File: config.mk
export PLATFORM = sky130hd
export DESIGN_NAME = dmem_arbiter
export DESIGN_NICKNAME = d
export VERILOG_FILES = /design/src/rtl/dmem_arbiter.sv
export SDC_FILE = /design/constraint.sdc
export NUM_CORES = 1
export LEC_CHECK = 0
export BUFFER_PORTS_ARGS = -buffer_cell sky130_fd_sc_hd__clkbuf_2
export CAP_MARGIN = 20
export CORE_ASPECT_RATIO = 1.4
export CORE_MARGIN = 4
export CORE_UTILIZATION = 41
export DETAILED_ROUTE_END_ITERATION = 10
export GPL_ROUTABILITY_DRIVEN = 1
export PLACE_DENSITY = 0.78
export SLEW_MARGIN = 20
export SYNTH_ARGS = -nofsm -noshare
export SYNTH_HDL_FRONTEND = slang
export SYNTH_SLANG_ARGS = --single-unit
File: constraint.sdc
create_clock -name clock -period 1.7 [get_ports clock]
set_input_delay 0.34 -clock clock [delete_from_list [all_inputs] [get_ports clock]]
set_output_delay 0.34 -clock clock [all_outputs]
set_load 0.005 [all_outputs]
File: src/rtl/dmem_arbiter.sv
// Shares the single-port sync-read data RAM between CPU MEM stage and DMA; CPU priority, DMA starvation bound.
// Grant is combinational in N, RAM command registered for N+1, load data at N+2; a losing requester holds its request.
module dmem_arbiter #(
   parameter int ADDR_W   = 10,
   parameter int DATA_W   = 32,
   parameter int MAX_WAIT = 4
) (
   input  logic              clock,
   input  logic              reset_n,
   input  logic              cpu_req,
   input  logic              cpu_we,
   input  logic [31:0]       cpu_addr,
   input  logic [DATA_W-1:0] cpu_wdata,
   output logic              cpu_gnt,
   output logic              cpu_rvalid,
   output logic [DATA_W-1:0] cpu_rdata,
   output logic              cpu_stall,
   input  logic              dma_req,
   input  logic              dma_we,
   input  logic [ADDR_W-1:0] dma_addr,
   input  logic [DATA_W-1:0] dma_wdata,
   output logic              dma_gnt,
   output logic              dma_rvalid,
   output logic [DATA_W-1:0] dma_rdata,
   output logic              mem_en,
   output logic              mem_we,
   output logic [ADDR_W-1:0] mem_addr,
   output logic [DATA_W-1:0] mem_wdata,
   input  logic [DATA_W-1:0] mem_rdata
);

   typedef struct packed {
      logic vld;
      logic dma;
   } tag_t;

   localparam logic [3:0] WAIT_LIM = 4'(MAX_WAIT);

   logic [3:0]        dma_wait_q, dma_wait_d;
   logic              mem_en_q, mem_en_d;
   logic              mem_we_q, mem_we_d;
   logic [ADDR_W-1:0] mem_addr_q, mem_addr_d;
   logic [DATA_W-1:0] mem_wdata_q, mem_wdata_d;
   tag_t              tag1_q, tag1_d;
   tag_t              tag2_q, tag2_d;
   logic [DATA_W-1:0] cpu_rdata_q, cpu_rdata_d;
   logic [DATA_W-1:0] dma_rdata_q, dma_rdata_d;
   logic              dma_prio;
   logic              unused_addr_bits;

   assign unused_addr_bits = ^{cpu_addr[31:ADDR_W+2], cpu_addr[1:0]};

   always_comb begin
      dma_prio = dma_req & (dma_wait_q == WAIT_LIM);
      cpu_gnt  = reset_n & cpu_req & ~dma_prio;
      dma_gnt  = reset_n & dma_req & (~cpu_req | dma_prio);

      dma_wait_d = 4'd0;
      if (dma_req & ~dma_gnt)
         dma_wait_d = (dma_wait_q >= WAIT_LIM) ? WAIT_LIM : dma_wait_q + 4'd1;

      mem_en_d    = cpu_gnt | dma_gnt;
      mem_we_d    = 1'b0;
      mem_addr_d  = mem_addr_q;
      mem_wdata_d = mem_wdata_q;
      if (dma_gnt) begin
         mem_we_d    = dma_we;
         mem_addr_d  = dma_addr;
         mem_wdata_d = dma_wdata;
      end else if (cpu_gnt) begin
         mem_we_d    = cpu_we;
         mem_addr_d  = cpu_addr[ADDR_W+1:2];
         mem_wdata_d = cpu_wdata;
      end

      tag1_d.vld = mem_en_d & ~mem_we_d;
      tag1_d.dma = dma_gnt;
      tag2_d     = tag1_q;

      cpu_rvalid  = tag2_q.vld & ~tag2_q.dma;
      dma_rvalid  = tag2_q.vld & tag2_q.dma;
      cpu_rdata_d = cpu_rvalid ? mem_rdata : cpu_rdata_q;
      dma_rdata_d = dma_rvalid ? mem_rdata : dma_rdata_q;
      cpu_rdata   = cpu_rdata_d;
      dma_rdata   = dma_rdata_d;

      // The returning load no longer stalls: the pipeline captures cpu_rdata in that cycle.
      cpu_stall = reset_n & ((cpu_req & ~cpu_gnt) | (tag1_q.vld & ~tag1_q.dma));
   end

   always_ff @(posedge clock or negedge reset_n) begin
      if (!reset_n) begin
         dma_wait_q  <= 4'd0;
         mem_en_q    <= 1'b0;
         mem_we_q    <= 1'b0;
         mem_addr_q  <= '0;
         mem_wdata_q <= '0;
         tag1_q      <= '0;
         tag2_q      <= '0;
         cpu_rdata_q <= '0;
         dma_rdata_q <= '0;
      end else begin
         dma_wait_q  <= dma_wait_d;
         mem_en_q    <= mem_en_d;
         mem_we_q    <= mem_we_d;
         mem_addr_q  <= mem_addr_d;
         mem_wdata_q <= mem_wdata_d;
         tag1_q      <= tag1_d;
         tag2_q      <= tag2_d;
         cpu_rdata_q <= cpu_rdata_d;
         dma_rdata_q <= dma_rdata_d;
      end
   end

   assign mem_en    = mem_en_q;
   assign mem_we    = mem_we_q;
   assign mem_addr  = mem_addr_q;
   assign mem_wdata = mem_wdata_q;

endmodule

==> flow_summary_export.csv, run 1 <==
group,metric,value,unit
synthesis,syn_area_per_cell,14.6,µm²
setup_path,critPathMaxFanout,14,
clock_tree,cts_root_buf,"clkbuf_16",
setup_path,slowest_delay,410,ps
final_layout,layout.nets,728,
grt,grt_antenna_before_repair,0,
grt,grt_start_max_net_pins,44,
synthesis,synth_cell_types,25,
clock_tree,clock_latency,400,ps
hold_path,hp-class,"in2async",
place,placed_area,6050,µm²
die,die_area,13100,µm²
pwr,p_total,8.83,mW
place,hpwlAfterDp,9280,µm
synthesis,yosys_warnings,0,
final_layout,diodes,0,
place,dp_worst_setup_slack,74.2,ps
setup_path,cp-startpoint,"tag2_q[1]",
status,violations,"negative setup slack",
setup_path,end_kind,"output port",
synthesis,async_flop_share,1.00,
place,place_congestion,0.768,
timing,layout_setup_ws,-266,ps
timing,finalSetupViolCount,108,
die,rows,45,
pwr,irDropWorstVdd,680,µV
detailed_routing,routed_via_density,5.12,
final_layout,fill_cells,863,
die,fp.coreArea,11000,µm²
setup_path,critPathKind,"reg2out",
synthesis,synthCells,318,
detailed_routing,antenna_left,0,
detailed_routing,wl_per_cell,18.3,µm
setup_path,rrSetupSlack,-40,ps
timing,fin_crit_sh,1.16,
clock_tree,cts.sinks,116,
final_layout,utilization,0.642,
clock_tree,cts-buffers-inserted,17,
synthesis,synthesis.nets,464,
setup_path,crit_chain,"nand2b_4, buf_12, mux2_2, clkbuf_2",
synthesis,yosysSeqAreaShare,0.627,
setup_path,arrival,1630,ps
timing,fin_crit,1970,ps
die,dieWidth,97.8,µm
detailed_routing,wirelength,13500,µm
timing,rsz0062_at_grt,"yes",
detailed_routing,dr_total_vias,3765,
setup_path,worstSetupStartpointType,"flip-flop",
final_layout,final_layout_size_suffix_gt1_frac,0.612,
timing,fmax,509,MHz
grt,grt_overflow,0,
die,initial_core_util,0.422,
final_layout,finish.instance_area,7050,µm²
timing,slew_violations,0,
synthesis,syn_area,4630,µm²
setup_path,critPathRequiredTime,1360,ps
place,io_buffers,234,
job,cap_viol_max_count,0,
pwr,leakagePower,3.72,nW
die,die-height,134,µm
setup_path,crit_slowest_cell,"dfrtp_1",
setup_path,path_buf_inv,2,
final_layout,syn_to_final_growth,52.1,%
status,status,"complete, but fails checks",
grt,grt_first_pass_wirelength,20000,µm
detailed_routing,drc,0,
clock_tree,clockBufferDepth,2,
timing,whs,42.4,ps
pwr,p_per_area,1250,nW/µm²
synthesis,synth_edf_count,0,
synthesis,ys.flop_type,"dfrtp_1",
timing,final_hold_viol_count,0,
final_layout,final_cells,736,
timing,skew,9.51,ps
grt,grt_pass1_vias,4114,
place,dp_cells,687,
clock_tree,clk_pin_slew_worst_paths,50,ps
synthesis,ys_seq_elements,116,
die,io_pins,257,
detailed_routing,drtIter0Drc,92,
grt,grt_usage,0.191,
clock_tree,cts_tree,"built",
timing,fin_setup_tns,-16110,ps
clock_tree,h-tree-depth,4,
setup_path,r2r-start,"dma_wait_q[1]",
setup_path,path_delay_family,"flip-flops",
detailed_routing,dr.pass1.iters,4,
## layout make-up
class	count	area (µm²)	area share
clock inverters	9	80.1	0.0114
repair buffers	264	1630	0.232
flip-flops and latches	116	2900	0.412
multi-input cells	175	1760	0.249
clock buffers	23	468	0.0664
inverters	8	30.0	0.00426
well taps	141	176	0.0250
## cells by family after synthesis
family	share of synthesized area
adders and majority gates	0.00540
and+or+nand+nor	0.0775
muxes	0.156
buffers and inverters	0.0311
other	0.000809
DFF	0.627
AOI/OAI and AO/OA	0.103
## placed cells by master (no fill, tap or decap), types with 2 or more instances in the layout
cell       instances
buf_12             8
dfrtp_1          116
clkbuf_1           4
a21oi_1            2
clkinv_4           2
nor2_1             5
clkbuf_2         230
clkinv_2           5
clkbuf_8           2
mux2_4            40
a221o_1           42
buf_4             11
inv_2              2
mux2_2            24
and2_1            42
nand2b_1           2
nand2_1            3
inv_1              6
clkbuf_16         22
buf_6              8
## synth_stat cells (all sizes together), types with 2 or more instances
cell      n  area [µm²]
ha        2        25.0
dfrtp   116        2900
clkbuf    5        18.8
inv       8        30.0
mux2     64         721
a21oi     3        18.8
nand2b    3        18.8
a221o    42         420
buf      14        95.1
nand2     4        15.0
and2     42         263
nor2      5        18.8
## timing repair
item                       in CTS  in global routing
setup endpoints to repair      67                109
buffers inserted                4                  6
pin swaps                       4                  4
hold endpoints to repair        9                  0
cloned                          0                  7
hold buffers                    1                  0
gates resized for setup        22                 38
## final timing paths
check,end,depth (start not counted)
max,cpu_rdata[6],4
min,dma_rdata_q[4],2
max reg2reg,mem_wdata[13],8
min reg2reg,tag2_q[0],0
max in group asynchronous,dma_wait_q[0],2
min in group clock,mem_addr[1],2
## power by group
part	internal, mW	total (mW)	switching, mW
Sequential	3.31	3.51	0.200
Combinational	1.19	2.04	0.854
Clock	2.08	3.27	1.20
## worst reg2reg max path, stage by stage (launching register included)
cell,delay (ps)
dfrtp_1,380
inv_1,70
ha_2,170
and4b_4,250
buf_6,100
nor3_4,40
buf_6,150
clkbuf_16,170
a221o_1,300
## flip-flops by register name (all words and copies together), names as in the netlist
signal	cells
cpu_rdata_q	32
dma_rdata_q	32
mem_wdata	32
mem_addr	10
dma_wait_q	4
tag1_q	2
tag2_q	2
mem_en	1
mem_we	1
## routing by layer
metal  track usage  up-vias  share of wire
met5             0        -              0
li1              -     1688              -
met3        0.0447       31          0.057
met4        0.0970        0          0.031
met2         0.340      160           0.55
met1         0.212     1886           0.36
No activity file was read; power rests on OpenSTA's default activity.
==> inputs of run 2 (changes only) <==
--- a/constraint.sdc
+++ b/constraint.sdc
@@ -3,2 +3,2 @@
 set_output_delay 0.34 -clock clock [all_outputs]
-set_load 0.005 [all_outputs]
+set_load 0.01 [all_outputs]
==> flow_summary_export.csv, run 2 (synthesis results as in run 1) <==
group,metric,value,unit
final_layout,syn_to_final_growth,51.6,%
pwr,p_int,6.59,mW
clock_tree,clockBufferDepth,2,
grt,grt_pass1_vias,3975,
setup_path,critPathRequiredTime,1360,ps
detailed_routing,dr.pass1.iters,7,
final_layout,finish.instance_area,7020,µm²
status,status,"complete, but fails checks",
final_layout,diodes,0,
grt,grt_antenna_before_repair,1,
clock_tree,cts_tree,"built",
detailed_routing,antenna_left,0,
pwr,p_clk_frac,0.358,
job,cap_viol_max_count,0,
clock_tree,cts-buffers-inserted,17,
pwr,p_per_area,1280,nW/µm²
final_layout,fill_cells,854,
final_layout,utilization,0.640,
timing,rsz0062_at_grt,"yes",
grt,grt_overflow,0,
timing,fin_crit_sh,1.16,
setup_path,r2r_cells,8,
die,initial_core_util,0.422,
final_layout,final_cell_mix,"clkbuf_2, dfrtp_1, mux2_4",
status,violations,"negative setup slack",
die,rows,45,
detailed_routing,drc,0,
detailed_routing,wirelength,13100,µm
grt,grt_start_max_net_pins,112,
pwr,irDropWorstVdd,632,µV
setup_path,r2r-start,"dma_wait_q[1]",
detailed_routing,routed_via_density,5.06,
hold_path,hp-class,"in2async",
timing,tightest_slew,561,ps
die,fp.coreArea,11000,µm²
pwr,power_frac_seq,0.390,
timing,layout_setup_ws,-273,ps
timing,finalSetupViolCount,95,
timing,final_hold_viol_count,0,
place,place_congestion,0.775,
pwr,leakagePower,3.74,nW
place,hpwlAfterDp,8960,µm
clock_tree,cts.sinks,116,
final_layout,layout.nets,722,
pwr,p_sw_frac,0.269,
detailed_routing,drtIter0Drc,136,
setup_path,critPathKind,"reg2out",
timing,fmax,507,MHz
timing,skew,7.75,ps
place,io_buffers,234,
final_layout,final_common_cell,"clkbuf_2",
setup_path,worstSetupEndpoint,"dma_rdata[6]",
setup_path,rrSetupSlack,-130,ps
pwr,pwr-share-comb,0.252,
setup_path,arrival,1630,ps
setup_path,critPathMaxFanout,14,
timing,fin_crit,1970,ps
pwr,switchingPower,2.43,mW
place,placed_area,6060,µm²
clock_tree,clock_latency,400,ps
setup_path,r2r_end,"mem_addr[9]",
detailed_routing,wl_per_cell,18.0,µm
setup_path,cp-startpoint,"tag2_q[1]",
timing,slew_headroom,0.626,
setup_path,end_kind,"output port",
setup_path,worstSetupStartpointType,"flip-flop",
die,die-height,134,µm
detailed_routing,dr_total_vias,3694,
grt,grt_usage,0.194,
clock_tree,clk_pin_slew_worst_paths,50,ps
grt,grt_first_pass_wirelength,20100,µm
place,dp_worst_setup_slack,-69.8,ps
final_layout,final_layout_size_suffix_gt1_frac,0.610,
clock_tree,cts_root_buf,"clkbuf_16",
clock_tree,h-tree-depth,4,
die,io_pins,257,
timing,slew_violations,0,
die,die_area,13100,µm²
die,dieWidth,97.8,µm
[run 2: final cells by class]
| class | instances | area, µm² | share of cell area |
|---|---|---|---|
| Clock buffer | 22 | 464 | 0.0661 |
| Clock inverter | 10 | 82.6 | 0.0118 |
| Inverter | 8 | 30.0 | 0.00428 |
| Multi-Input combinational cell | 175 | 1800 | 0.257 |
| Sequential cell | 116 | 2900 | 0.413 |
| Tap cell | 141 | 176 | 0.0251 |
| Timing Repair Buffer | 258 | 1570 | 0.223 |
[run 2: timing repair]
item	in CTS	in global routing
resized for setup	33	36
cloned	1	3
hold buffers	1	0
buffers inserted	3	5
setup endpoints to repair	94	109
hold endpoints to repair	5	0
pin swaps	2	4
[run 2: worst min path at each step]
stage | cells after the start | start | to | slack, ps
2_1_floorplan | 0 | reset_n | cpu_rdata_q[0] | 40
3_3_place_gp | 2 | reset_n | tag2_q[0] | 320
5_1_grt | 2 | reset_n | dma_wait_q[1] | 120
3_5_place_dp | 2 | reset_n | tag2_q[0] | 320
6_report | 2 | reset_n | dma_wait_q[1] | 70
4_1_cts | 2 | reset_n | dma_wait_q[2] | 90
[run 2: through the flow]
stage	TNS (ps)	total power, mW	hold WS, ps	cells
2_1_floorplan	0	4.55	44.4	318
3_3_place_gp	0	5.44	317	686
3_5_place_dp	-1110	5.55	321	686
4_1_cts	-17990	8.97	88.5	723
5_1_grt	-23410	9.48	118	730
6_report	-17180	9.02	70.3	730
[run 2: worst max-delay path, cell delays in order (launching register included)]
cell      delay (ps)
dfrtp_1          410
nand2_2          130
buf_12           180
mux2_2           360
clkbuf_2         150
[run 2: metal layers]
layer | global-route usage | share of wire
met1 | 0.206 | 0.36
met5 | 0 | 0.00099
met2 | 0.353 | 0.55
met4 | 0.0824 | 0.026
met3 | 0.0583 | 0.063
[run 2: power groups by stage]
| stage | Combinational [mW] | Sequential (mW) | Clock, mW |
|---|---|---|---|
| 2_1_floorplan | 1.00 | 3.55 | 0 |
| 4_1_cts | 2.16 | 3.51 | 3.30 |
| 3_3_place_gp | 1.95 | 3.50 | 0 |
| 3_5_place_dp | 2.02 | 3.53 | 0 |
| 5_1_grt | 2.44 | 3.58 | 3.46 |
| 6_report | 2.27 | 3.52 | 3.23 |
==> inputs of run 3 (changes only) <==
- RECOVER_POWER: unset -> 25
==> flow_summary_export.csv, run 3 (synthesis results as in run 1) <==
group,metric,value,unit
status,status,"complete, but fails checks",
status,violations,"negative setup slack",
hold_path,hp-class,"in2reg",
place,hpwlAfterDp,8960,µm
setup_path,crit_slowest_cell,"dfrtp_1",
die,die_area,13100,µm²
timing,fmax,507,MHz
place,place_congestion,0.775,
grt,grt_overflow,0,
clock_tree,clockBufferDepth,2,
timing,final_hold_viol_count,0,
final_layout,seq_area,2900,µm²
setup_path,r2r_end,"mem_addr[9]",
final_layout,fill_cells,854,
final_layout,final_layout_size_suffix_gt1_frac,0.610,
detailed_routing,dr.pass1.iters,8,
clock_tree,cts_tree,"built",
setup_path,end_kind,"output port",
setup_path,path_buf_inv,2,
die,die-height,134,µm
timing,fin_crit,1970,ps
timing,fin_crit_sh,1.16,
final_layout,diodes,0,
pwr,p_per_area,1290,nW/µm²
setup_path,path_delay_family,"flip-flops",
setup_path,slowest_delay,410,ps
setup_path,r2r_cells,8,
timing,slew_headroom,0.0377,
setup_path,worstSetupStartpointType,"flip-flop",
clock_tree,cts-buffers-inserted,17,
job,cap_viol_max_count,0,
die,initial_core_util,0.422,
grt,grt_antenna_before_repair,1,
setup_path,rrSetupSlack,-130,ps
setup_path,critPathKind,"reg2out",
timing,slew_violations,0,
setup_path,critPathMaxFanout,14,
timing,finalSetupViolCount,95,
die,rows,45,
detailed_routing,routed_via_density,5.07,
timing,rsz0062_at_grt,"yes",
die,dieWidth,97.8,µm
detailed_routing,drc,0,
hold_path,hp-start,"dma_wdata[19]",
place,io_buffers,234,
detailed_routing,wl_per_cell,17.9,µm
detailed_routing,dr_total_vias,3704,
pwr,leakagePower,3.73,nW
setup_path,critPathRequiredTime,1360,ps
hold_path,min_to,"mem_wdata[19]",
setup_path,arrival,1630,ps
pwr,p_total,9.01,mW
final_layout,syn_to_final_growth,51.3,%
clock_tree,cts.sinks,116,
die,io_pins,257,
grt,grt_start_max_net_pins,112,
clock_tree,cts_root_buf,"clkbuf_16",
hold_path,min_path_cells,2,
clock_tree,clock_latency,400,ps
final_layout,utilization,0.638,
setup_path,r2r-start,"dma_wait_q[1]",
timing,layout_setup_ws,-271,ps
clock_tree,h-tree-depth,4,
grt,grt_first_pass_wirelength,20100,µm
grt,grt_pass1_vias,3975,
final_layout,final_common_cell,"clkbuf_2",
detailed_routing,drtIter0Drc,136,
final_layout,multi_input_area,1800,µm²
grt,grt_usage,0.194,
final_layout,layout.nets,722,
setup_path,crit_chain,"nand2_2, buf_12, mux2_2, clkbuf_2",
timing,skew,7.73,ps
pwr,irDropWorstVdd,632,µV
timing,tightest_slew,1440,ps
detailed_routing,antenna_left,0,
final_layout,final_cell_mix,"clkbuf_2, dfrtp_1, mux2_4",
detailed_routing,wirelength,13100,µm
die,fp.coreArea,11000,µm²
clock_tree,clk_pin_slew_worst_paths,60,ps
## run 3: report_power, final
group	total (mW)	switching, mW	internal (mW)	leakage [nW]
logic	2.27	1.06	1.21	2.07
clock network	3.23	1.16	2.07	0.265
registers	3.52	0.203	3.32	1.39
## run 3: worst max path at each step
stage / end / depth (start not counted) / slack, ps / from
global route: cpu_rdata[15] / 4 / -330 / tag2_q[1]
detailed placement: mem_wdata[12] / 6 / -70 / dma_wait_q[0]
CTS: cpu_rdata[19] / 4 / -280 / tag2_q[1]
finish: dma_rdata[6] / 4 / -270 / tag2_q[1]
floorplan: cpu_gnt / 5 / 130 / dma_wait_q[0]
global placement: mem_wdata[16] / 6 / 30 / dma_wait_q[0]
## run 3: final cells by class
class,instances,share of cell area
Inverter,8,0.00428
Timing Repair Buffer,258,0.221
Tap cell,141,0.0252
Clock inverter,10,0.0118
Sequential cell,116,0.414
Multi-Input combinational cell,175,0.257
Clock buffer,22,0.0662
## run 3: what timing repair did
| item | CTS | global route |
|---|---|---|
| cloned | 1 | 3 |
| hold buffers | 1 | 0 |
| hold endpoints to repair | 5 | 0 |
| setup endpoints to repair | 94 | 109 |
| gates resized for setup | 33 | 36 |
| buffers inserted | 3 | 5 |
| pin swaps | 2 | 4 |
## run 3: routing by layer
metal	routed length, µm	GRT usage
met5	13	0
met4	360	0.0824
met3	829	0.0583
met2	7230	0.353
met1	4670	0.206
## run 3: stage by stage
step                cell area [µm²]  hold slack, ps  setup TNS, ps  cells  worst slack, ps
floorplan                      4630            44.4              0    318              129
global placement               6060             317              0    686             26.3
detailed placement             6060             321          -1110    686            -69.8
CTS                            6790            88.5         -17990    723             -281
global route                   7010             154         -25230    730             -331
finish                         7010             171         -17110    730             -271
